**src/rtl/debounce_sync.sv**
```systemverilog
// Synchronizes a raw asynchronous input into the clk domain and debounces it with a
// stability counter, producing a clean registered level plus rise/fall/bounce pulses.
module debounce_sync #(
    parameter int SYNC_STAGES     = 2,
    parameter int DEBOUNCE_CYCLES = 16,
    parameter int CNT_W           = $clog2(DEBOUNCE_CYCLES + 1)
) (
    input  logic clk,
    input  logic reset,
    input  logic din,
    input  logic en,
    output logic dout,
    output logic rise,
    output logic fall,
    output logic bounce
);

    localparam logic [1:0] ST_STABLE_LOW  = 2'd0;
    localparam logic [1:0] ST_CHECK_HIGH  = 2'd1;
    localparam logic [1:0] ST_STABLE_HIGH = 2'd2;
    localparam logic [1:0] ST_CHECK_LOW   = 2'd3;

    localparam logic [CNT_W-1:0] CNT_LAST = CNT_W'(DEBOUNCE_CYCLES - 1);

    logic [SYNC_STAGES-1:0] sync_q;
    logic                   s;

    logic [1:0]       state_q, state_d;
    logic [CNT_W-1:0] cnt_q, cnt_d;
    logic             dout_q, dout_d;
    logic             rise_q, rise_d;
    logic             fall_q, fall_d;
    logic             bounce_q, bounce_d;

    assign s = sync_q[SYNC_STAGES-1];

    // The synchronizer ignores en so the FSM always resumes from a current view of din.
    // NOTE: sequential state uses non-blocking assignments so every flop samples pre-edge values.
    always_ff @(posedge clk or negedge reset) begin
        if (!reset) begin
            sync_q <= '0;
        end else begin
            sync_q <= {sync_q[SYNC_STAGES-2:0], din};
        end
    end

    // NOTE: every output of this block gets a default first, so no latch is inferred.
    always_comb begin
        state_d  = state_q;
        cnt_d    = cnt_q;
        dout_d   = dout_q;
        rise_d   = 1'b0;
        fall_d   = 1'b0;
        bounce_d = 1'b0;
        if (en) begin
            case (state_q)
                ST_STABLE_LOW: begin
                    if (s) begin
                        state_d = ST_CHECK_HIGH;
                        cnt_d   = '0;
                    end
                end
                ST_CHECK_HIGH: begin
                    if (!s) begin
                        state_d  = ST_STABLE_LOW;
                        bounce_d = 1'b1;
                        cnt_d    = '0;
                    end else if (cnt_q == CNT_LAST) begin
                        state_d = ST_STABLE_HIGH;
                        dout_d  = 1'b1;
                        rise_d  = 1'b1;
                        cnt_d   = '0;
                    end else begin
                        cnt_d = cnt_q + CNT_W'(1);
                    end
                end
                ST_STABLE_HIGH: begin
                    if (!s) begin
                        state_d = ST_CHECK_LOW;
                        cnt_d   = '0;
                    end
                end
                ST_CHECK_LOW: begin
                    if (s) begin
                        state_d  = ST_STABLE_HIGH;
                        bounce_d = 1'b1;
                        cnt_d    = '0;
                    end else if (cnt_q == CNT_LAST) begin
                        state_d = ST_STABLE_LOW;
                        dout_d  = 1'b0;
                        fall_d  = 1'b1;
                        cnt_d   = '0;
                    end else begin
                        cnt_d = cnt_q + CNT_W'(1);
                    end
                end
                default: begin
                    state_d = ST_STABLE_LOW;
                    cnt_d   = '0;
                    dout_d  = 1'b0;
                end
            endcase
        end
    end

    always_ff @(posedge clk or negedge reset) begin
        if (!reset) begin
            state_q  <= ST_STABLE_LOW;
            cnt_q    <= '0;
            dout_q   <= 1'b0;
            rise_q   <= 1'b0;
            fall_q   <= 1'b0;
            bounce_q <= 1'b0;
        end else begin
            state_q  <= state_d;
            cnt_q    <= cnt_d;
            dout_q   <= dout_d;
            rise_q   <= rise_d;
            fall_q   <= fall_d;
            bounce_q <= bounce_d;
        end
    end

    assign dout   = dout_q;
    assign rise   = rise_q;
    assign fall   = fall_q;
    assign bounce = bounce_q;

endmodule

```
**config.mk**
```make
export PLATFORM = sky130hd
export DESIGN_NAME = debounce_sync
export DESIGN_NICKNAME = d
export VERILOG_FILES = /design/src/rtl/debounce_sync.sv
export SDC_FILE = /design/constraint.sdc
export NUM_CORES = 1
export LEC_CHECK = 0
export BUFFER_PORTS_ARGS = -buffer_cell sky130_fd_sc_hd__buf_2
export CAP_MARGIN = 20
export CORE_MARGIN = 2
export CORE_UTILIZATION = 35
export DETAILED_ROUTE_END_ITERATION = 8
export PLACE_DENSITY = 0.63
export SLEW_MARGIN = 10
export SYNTH_ARGS = -nofsm -noshare
export SYNTH_HDL_FRONTEND = slang
export SYNTH_SLANG_ARGS = --single-unit
```
**constraint.sdc**
```tcl
create_clock -name clk -period 1.3 [get_ports clk]
set_input_delay 0.065 -clock clk [delete_from_list [all_inputs] [get_ports clk]]
set_output_delay 0.065 -clock clk [all_outputs]
set_load 0.02 [all_outputs]
```
==> results of run 1 <==
per-stage QoR:
stage	setup TNS, ps	hold WS (ps)	utilization, %	setup WS [ps]
6_report	-1.58	120	50.7	-1.58
5_1_grt	-232	145	50.7	-97.8
3_5_place_dp	0	-36.5	45.0	17.0
4_1_cts	0	118	48.1	7.54
2_1_floorplan	-8.57	-231	-	-8.57
3_3_place_gp	0	-36.1	45.0	38.7
per-layer routing:
metal | global-route usage [%] | wire (um)
met5 | 0 | 0
met4 | 12.4 | 17
met3 | 4.00 | 51
met2 | 19.1 | 561
met1 | 18.7 | 582
layout make-up:
class                           instances  area [um^2]
Clock inverter                          1         5.00
Multi-Input combinational cell         31          272
Inverter                                1         3.75
Tap cell                               16         20.0
Clock buffer                            3         22.5
Fill cell                             135          759
Timing Repair Buffer                   19          134
Sequential cell                        13          325
cells by family (layout without fill, tap and decap cells):
group | after synthesis | count (layout) | share of synthesized area [%]
AO/OA/AOI/OAI | 11 | 11 | 14.7
XOR/XNOR | 1 | 1 | 2.78
adder cells (fa/ha/maj) | 1 | 1 | 2.14
buffers and inverters | 3 | 24 | 2.35
flip-flops | 13 | 13 | 55.6
multiplexers | 3 | 3 | 5.98
AND/OR/NAND/NOR | 15 | 15 | 16.5
path summary, 6_finish.rpt:
check | cells after the start | start | endpoint | slack, ps
worst max-delay path | 5 | cnt_q[1] | dout | -2
worst min-delay path | 2 | en | state_q[0] | 120
worst max register to register | 5 | cnt_q[1] | dout | -2
worst min register to register | 0 | sync_q[0] | sync_q[1] | 370
max in group asynchronous | 2 | reset | cnt_q[3] | 880
min in group asynchronous | 2 | reset | sync_q[0] | 190
cell usage in the layout (no fill, tap or decap), types with 2 or more instances in the layout:
cell type      Yosys  layout
dfrtp_1           13      13
nor3b_1            2       2
mux2i_1            2       2
clkbuf_4           0       3
buf_4              0       9
buf_2              2       7
dlygate4sd3_1      0       2
o2bb2ai_1          3       2
nand2_1            2       2
nand3_1            3       3
worst max-delay path: stages (launching register included):
cell	delay, ps
dfrtp_1	400
ha_2	200
and4b_1	190
buf_4	140
a41oi_1	200
a21oi_1	70
power by group:
| part | internal [uW] | total, uW | switching [uW] |
|---|---|---|---|
| Combinational | 48.9 | 96.6 | 47.7 |
| Sequential | 419 | 436 | 16.5 |
| Clock | 114 | 255 | 141 |
state kept, by name, summed over array words and instances (netlist names), named ones only:
name / flops
fall: 1
bounce: 1
dout: 1
rise: 1
cnt_q: 5
state_q: 1
sync_q: 2
what timing repair did:
item	CTS	global route
gates resized for setup	0	5
setup endpoints to repair	0	7
hold buffers	2	0
endpoints found under the hold margin	14	0
buffers inserted	0	2
==> impl_metrics.tcl, run 1 <==
set metrics [dict create \
    drive_gt1_share_pct 42.6 \
    grt_pass1_wl_mm 1.92 \
    clkTransAtPathRegs_ps 90 \
    async_flop_share_pct 100 \
    placementRows 14 \
    insertion_delay_ps 280 \
    finalWirelength_mm 1.21 \
    slew_headroom_pct 78.1 \
    start_util_pct 38.0 \
    firstDrtPassIters 4 \
    placedCellCount 76 \
    fp.dieW_um 44.9 \
    synth_area_leaders "dfrtp_1 (56%), o2bb2ai_1 (4.5%), mux2i_1 (3.4%)" \
    vias 451 \
    finalPower_uw 787 \
    power_density_nw_per_um2 1010 \
    port_buffers 7 \
    core_area_um2 1540 \
    syn-instance-count 47 \
    fin_crit_sh_pct 100 \
    synth_common_cells "dfrtp_1 (13), nand3_1 (3), o2bb2ai_1 (3)" \
    final_antenna_net_count 0 \
    post_dp_cell_area_um2 693 \
    worstPathRequired_ps 1470 \
    outcome "finished with violations" \
    cp_data_arrival_time_ps 1470 \
    synth_fp_nets 52 \
    drc 0 \
    synth_seq_cells 13 \
    fin_crit_ps 1300 \
    n_antenna_cell 0 \
    crit_path_max_fanout 2 \
    yosys_warnings 0 \
    synth_top_area_share_pct 55.6 \
    grt_pass1_vias 416 \
    setup_slack_ps -1.58 \
    worst_setup_path_start_kind "flip-flop" \
    gp_congestion 0.784 \
    drtIter0Drc 14 \
    stdcell_area_um2 782 \
    finalSetupViolations 1 \
    antenna_found_initial 0 \
    violations "negative setup slack" \
    yosysTopAreaCell "dfrtp_1" \
    final_nets 74 \
    p_leak_uw 0.000374 \
    globalRouteOverflowTotal 0 \
    pin_count 8 \
    drv_cap 0 \
    synth_most_common_cell "dfrtp_1" \
    cts_buffer_depth 2 \
    avgRoutedWirePerCell_um 14.4 \
    vias_per_cell 5.37 \
    grt_max_degree 14 \
    die_area_um2 2020 \
    min_path_type "in -> reg" \
    final_cells 84 \
    fp.dieH_um 44.9 \
    cts_sinks 13 \
    critPathKind "reg -> reg" \
    synth_cell_type_count 27 \
    final-hold-violation-count 0 \
    dp_hpwl_um 790 \
    syn2layout_area_growth_pct 33.5 \
    end_kind "flip-flop" \
    slew_violations 0 \
    synth_flop_cell "dfrtp_1" \
    avgSynthCellArea_um2 12.5 \
    cts_tree "yes" \
    fmax_ghz 0.768 \
    ys_seq_area_share_pct 55.6 \
    cts_root_buf "clkbuf_4" \
    htree_num_levels 1 \
    synth_edf_count 0 \
    synthesis.area_um2 586 \
    rsz0062_at_grt "true" \
    clock_skew_ps 4.24 \
    tightest_slew_ps 329 \
    grtUsageTotal_pct 14.2 \
    numCtsBuffers 3 \
    peakVddDrop_mv 0.656 \
]
Power figures use the tool's default switching activity.
==> inputs of run 2 (changes only) <==
- CORE_AREA: default -> 2 2 39 41
- CORE_MARGIN: 2 -> default
- CORE_UTILIZATION: 35 -> default
- DIE_AREA: default -> 0 0 41 43
- PLACE_DENSITY: 0.63 -> 0.74
==> run 2 against run 1 <==
  * The flow still finishes with violations (negative setup slack)
  * Maximum frequency about the same
  * Clock skew increased by 4.6 ps
  * Non-clock buffer count stayed put
  * Final cell count unchanged
  * Total power shrank 1.2%
  * Routed wire length decreased by 2.2%
  * First-iteration DRC count decreased by 64%
==> impl_metrics.tcl, run 2 (synthesis gave the netlist of run 1 again) <==
set metrics [dict create \
    cpPeakStageDelay_ps 370 \
    n_antenna_cell 0 \
    cts_root_buf "clkbuf_4" \
    globalRouteOverflowTotal 0 \
    final-hold-violation-count 0 \
    fin_crit_sh_pct 100 \
    pin_count 8 \
    slew_headroom_pct 77.8 \
    firstDrtPassIters 3 \
    insertion_delay_ps 280 \
    die_area_um2 1760 \
    gp_congestion 0.831 \
    tightest_slew_ps 332 \
    top_register "cnt_q" \
    cts_buffer_depth 2 \
    power_density_nw_per_um2 1020 \
    finalPower_uw 778 \
    holdPathEnd "cnt_q[0]" \
    outcome "finished with violations" \
    violations "negative setup slack" \
    final_util_pct 55.0 \
    worstHoldStart "en" \
    finalSetupTns_ps -0.517 \
    clock_skew_ps 8.84 \
    fp.dieW_um 41 \
    vias 435 \
    final_antenna_net_count 0 \
    r2r_setup_slack_ps -0.5 \
    fmax_ghz 0.769 \
    grtUsageTotal_pct 17.5 \
    htree_num_levels 1 \
    layout_common_cells "dfrtp_1 (13), buf_4 (9), buf_2 (7)" \
    min_path_type "in -> reg" \
    start_util_pct 42.3 \
    core_area_um2 1380 \
    drive_gt1_share_pct 39.7 \
    critPathKind "reg -> reg" \
    min_path_cells 3 \
    fp.dieH_um 43 \
    path_buf_inv 0 \
    numCtsBuffers 3 \
    fin_crit_ps 1300 \
    clkTransAtPathRegs_ps 80 \
    num-fill-cells 121 \
    critPathSlowestCell "dfrtp_1" \
    regArea_um2 325 \
    grt_pass1_wl_mm 1.96 \
    p_leak_uw 0.000369 \
    setup_slack_ps -0.517 \
    largest_reg_flops 5 \
    final_common_cell "dfrtp_1" \
    finalWirelength_mm 1.19 \
    peakVddDrop_mv 0.584 \
    drc 0 \
    vias_per_cell 5.18 \
    port_buffers 7 \
    drv_cap 0 \
    antenna_found_initial 0 \
    finalSetupViolations 1 \
    grt_pass1_vias 428 \
    slew_violations 0 \
    syn2layout_area_growth_pct 29.9 \
    multi_input_area_um2 251 \
    worst_setup_path_start_kind "flip-flop" \
    r2r_start "cnt_q[1]" \
    dp_hpwl_um 838 \
    cp_data_arrival_time_ps 1460 \
    crit_family "flip-flops" \
    drtIter0Drc 5 \
    worstPathRequired_ps 1460 \
    cp_cell_sequence "ha_2 -> and4b_1 -> nand3_2 -> mux2_4" \
    placementRows 14 \
    rsz0062_at_grt "true" \
    largestRegisters "cnt_q: 5 flops, sync_q: 2 flops" \
    crit_path_max_fanout 3 \
    cts_sinks 13 \
    grt_max_degree 14 \
    end_kind "flip-flop" \
    cts_tree "yes" \
    r2r_cells 4 \
    avgRoutedWirePerCell_um 14.1 \
    final_nets 74 \
]
==> run 2: cell types whose count changed in the layout (fill, tap and decap cells not counted) <==
cell	delta
xor2_4	-1
clkbuf_1	+1
o21ai_1	-1
xor2_2	+1
nand2_1	-1
o21ai_0	+1
clkinv_2	-1
o2bb2ai_1	+1
nand2_2	+1
o31ai_1	+1
o2bb2ai_2	-1
o31ai_2	-1
==> run 2: how the worst max path moves through the flow <==
stage,start,endpoint,slack (ps),cells past startpoint
final,cnt_q[1],flip-flop,-0.5,4
after global routing,cnt_q[1],flip-flop,-70,4
after CTS,cnt_q[0],flip-flop,-2,4
after detailed placement,cnt_q[1],flip-flop,9,4
after global placement,cnt_q[1],dout,40,5
after floorplan,cnt_q[0],flip-flop,-9,4
==> run 2: layout make-up <==
type	instances	share of cell area [%]
sequential	13	42.8
inverter	1	0.493
timing repair buffer	19	17.6
clock buffer	4	3.45
tap	16	2.63
multi-input combinational	31	33.1
==> run 2: where the power goes <==
part           internal [uW]  switching (uW)  leakage (uW)
Combinational           48.5            44.9      0.000180
Sequential               419            15.5      0.000174
Clock                    119             131     0.0000150
==> run 2: through the flow <==
| stage | setup WS (ps) | hold WS, ps | cells | area (um^2) |
|---|---|---|---|---|
| 6_report | -0.517 | 136 | 84 | 761 |
| 3_3_place_gp | 43.3 | -40.1 | 75 | 686 |
| 2_1_floorplan | -8.57 | -231 | 47 | 588 |
| 4_1_cts | -2.36 | 130 | 82 | 739 |
| 3_5_place_dp | 8.79 | -29.9 | 75 | 686 |
| 5_1_grt | -66.4 | 151 | 84 | 761 |
==> run 2: metal layers <==
layer	vias up	track usage (%)	part of all wire, %
met2	8	23.8	50
li1	215	-	-
met5	-	0	0
met4	0	14.0	2.4
met3	2	1.57	1.8
met1	210	24.2	46
==> run 2: what timing repair did <==
item,4_1_cts,5_1_grt
pin swaps,0,2
hold buffers,2,0
buffers inserted,1,2
endpoints found under the hold margin,14,0
resized for setup,0,2
setup endpoints to repair,1,4
==> run 2: tightest hold or removal path: cells and delay by family <==
kind | cells | cell delay (ps)
buf+inv | 1 | 170
simple gates | 1 | 90
compound gates | 1 | 50
==> inputs of run 3 (changes only) <==
--- a/config.mk
+++ b/config.mk
@@ -10,2 +10,3 @@
 export CORE_AREA = 2 2 39 41
+export CTS_BUF_LIST = sky130_fd_sc_hd__clkbuf_16
 export DETAILED_ROUTE_END_ITERATION = 8
--- a/constraint.sdc
+++ b/constraint.sdc
@@ -3,2 +3,2 @@
 set_output_delay 0.065 -clock clk [all_outputs]
-set_load 0.02 [all_outputs]
+set_load 0.005 [all_outputs]
==> run 3 against run 2 <==
  * The run still ends with negative setup slack left
  * Clock skew fell by 7.8 ps
  * Final cell count down 2.4%
  * Worst setup slack got worse by 1.3 ps
  * Non-clock buffer count is 2 lower
  * Routed wire length down 3.0%
  * Via count down 2.5%
==> impl_metrics.tcl, run 3 (synthesis gave the netlist of run 1 again) <==
set metrics [dict create \
    finalSetupTns_ps -1.79 \
    antenna_found_initial 0 \
    grt_pass1_wl_mm 2.02 \
    grt_pass1_vias 454 \
    die_area_um2 1760 \
    finalSetupViolations 1 \
    peakVddDrop_mv 0.715 \
    worstPathRequired_ps 1420 \
    fin_crit_sh_pct 100 \
    n_antenna_cell 0 \
    htree_num_levels 1 \
    r2r_start "cnt_q[1]" \
    sw_frac_of_total_pct 19.8 \
    drv_cap 0 \
    cts_root_buf "clkbuf_16" \
    outcome "finished with violations" \
    grt_max_degree 14 \
    placementRows 14 \
    final-hold-violation-count 0 \
    violations "negative setup slack" \
    p_int_uw 869 \
    top_register "cnt_q" \
    vias_per_cell 5.17 \
    cts_sinks 13 \
    comb_power_share_pct 7.7 \
    worst_setup_path_start_kind "flip-flop" \
    finalWirelength_mm 1.15 \
    pin_count 8 \
    cp_data_arrival_time_ps 1420 \
    grtUsageTotal_pct 18.4 \
    slew_headroom_pct 78.1 \
    gp_congestion 0.831 \
    port_buffers 7 \
    insertion_delay_ps 240 \
    core_area_um2 1380 \
    post_dp_cell_area_um2 686 \
    setup.worst_path.start "cnt_q[1]" \
    firstDrtPassIters 2 \
    fp.dieW_um 41 \
    min_path_type "in -> reg" \
    largestRegisters "cnt_q: 5 flops, sync_q: 2 flops" \
    p_switching_uw 214 \
    final_cells 82 \
    cts_tree "yes" \
    final_common_cell "dfrtp_1" \
    cts_buffer_depth 2 \
    r2r_setup_slack_ps -2 \
    largest_reg_flops 5 \
    cts_resized 0 \
    stdcell_area_um2 792 \
    avgRoutedWirePerCell_um 14.0 \
    fp.dieH_um 43 \
    fmax_ghz 0.768 \
    rsz0062_at_grt "true" \
    drive_gt1_share_pct 36.4 \
    p_leak_uw 0.000384 \
    drtIter0Drc 7 \
    clock_power_share_pct 52.0 \
    drc 0 \
    seqPwrFrac_pct 40.3 \
    start_util_pct 42.3 \
    syn2layout_area_growth_pct 35.3 \
    power_density_nw_per_um2 1370 \
    worstHoldStart "en" \
    placedCellCount 75 \
    clkTransAtPathRegs_ps 40 \
    holdWs_ps 169 \
    final_antenna_net_count 0 \
    layout_common_cells "dfrtp_1 (13), buf_4 (8), buf_2 (7)" \
    setup_slack_ps -1.79 \
    slew_violations 0 \
    finalPower_uw 1080 \
    dp_hpwl_um 838 \
    crit_path_max_fanout 3 \
    clock_skew_ps 1.06 \
    fin_crit_ps 1300 \
    vias 424 \
    critPathKind "reg -> reg" \
    final_nets 72 \
    end_kind "flip-flop" \
    tightest_slew_ps 328 \
    numCtsBuffers 3 \
    globalRouteOverflowTotal 0 \
]
-- run 3: path summary, 6_finish.rpt --
path | endpoint | cells after the start
setup / recovery | flip-flop | 4
hold / removal | state_q[0] | 2
setup reg to reg | flip-flop | 4
hold reg to reg | sync_q[1] | 0
max in group asynchronous | sync_q[1] | 2
min in group asynchronous | cnt_q[3] | 2
-- run 3: layout make-up --
type,count,area [um^2]
fill,118,592
sequential,13,325
clock inverter,1,3.75
clock buffer,3,75.1
tap,16,20.0
timing repair buffer,17,115
inverter,1,3.75
multi-input combinational,31,249
-- run 3: critical path: stages (launching register included) --
cell and delay, ps:
dfrtp_1 350, ha_2 200, and4b_1 220, nand3_2 100, mux2_4 310
-- run 3: power groups by stage --
| stage | Clock, uW | Sequential, uW | Combinational (uW) |
|---|---|---|---|
| floorplan | 0 | 437 | 43.4 |
| global placement | 0 | 441 | 74.3 |
| detailed placement | 0 | 443 | 74.7 |
| CTS | 576 | 437 | 79.2 |
| global route | 605 | 439 | 93.4 |
| finish | 563 | 437 | 83.9 |
-- run 3: layer usage --
metal	vias to the layer above	routed length (um)	global-route usage [%]
met2	8	553	24.4
met1	198	523	24.7
met4	0	49	16.0
met3	4	23	3.14
li1	214	-	-
met5	-	0	0
-- run 3: repair_timing --
| action | 4_1_cts | 5_1_grt |
|---|---|---|
| hold buffers | 2 | 0 |
| setup buffers | 0 | 1 |
| endpoints found under the setup margin | 0 | 3 |
| hold endpoints to repair | 14 | 0 |
-- run 3: metrics by stage --
step	setup WS (ps)	util, %
after floorplan	-8.57	-
after global placement	43.3	49.5
after detailed placement	8.79	49.5
after CTS	1.03	56.7
after global routing	-72.9	57.2
final	-1.79	57.2
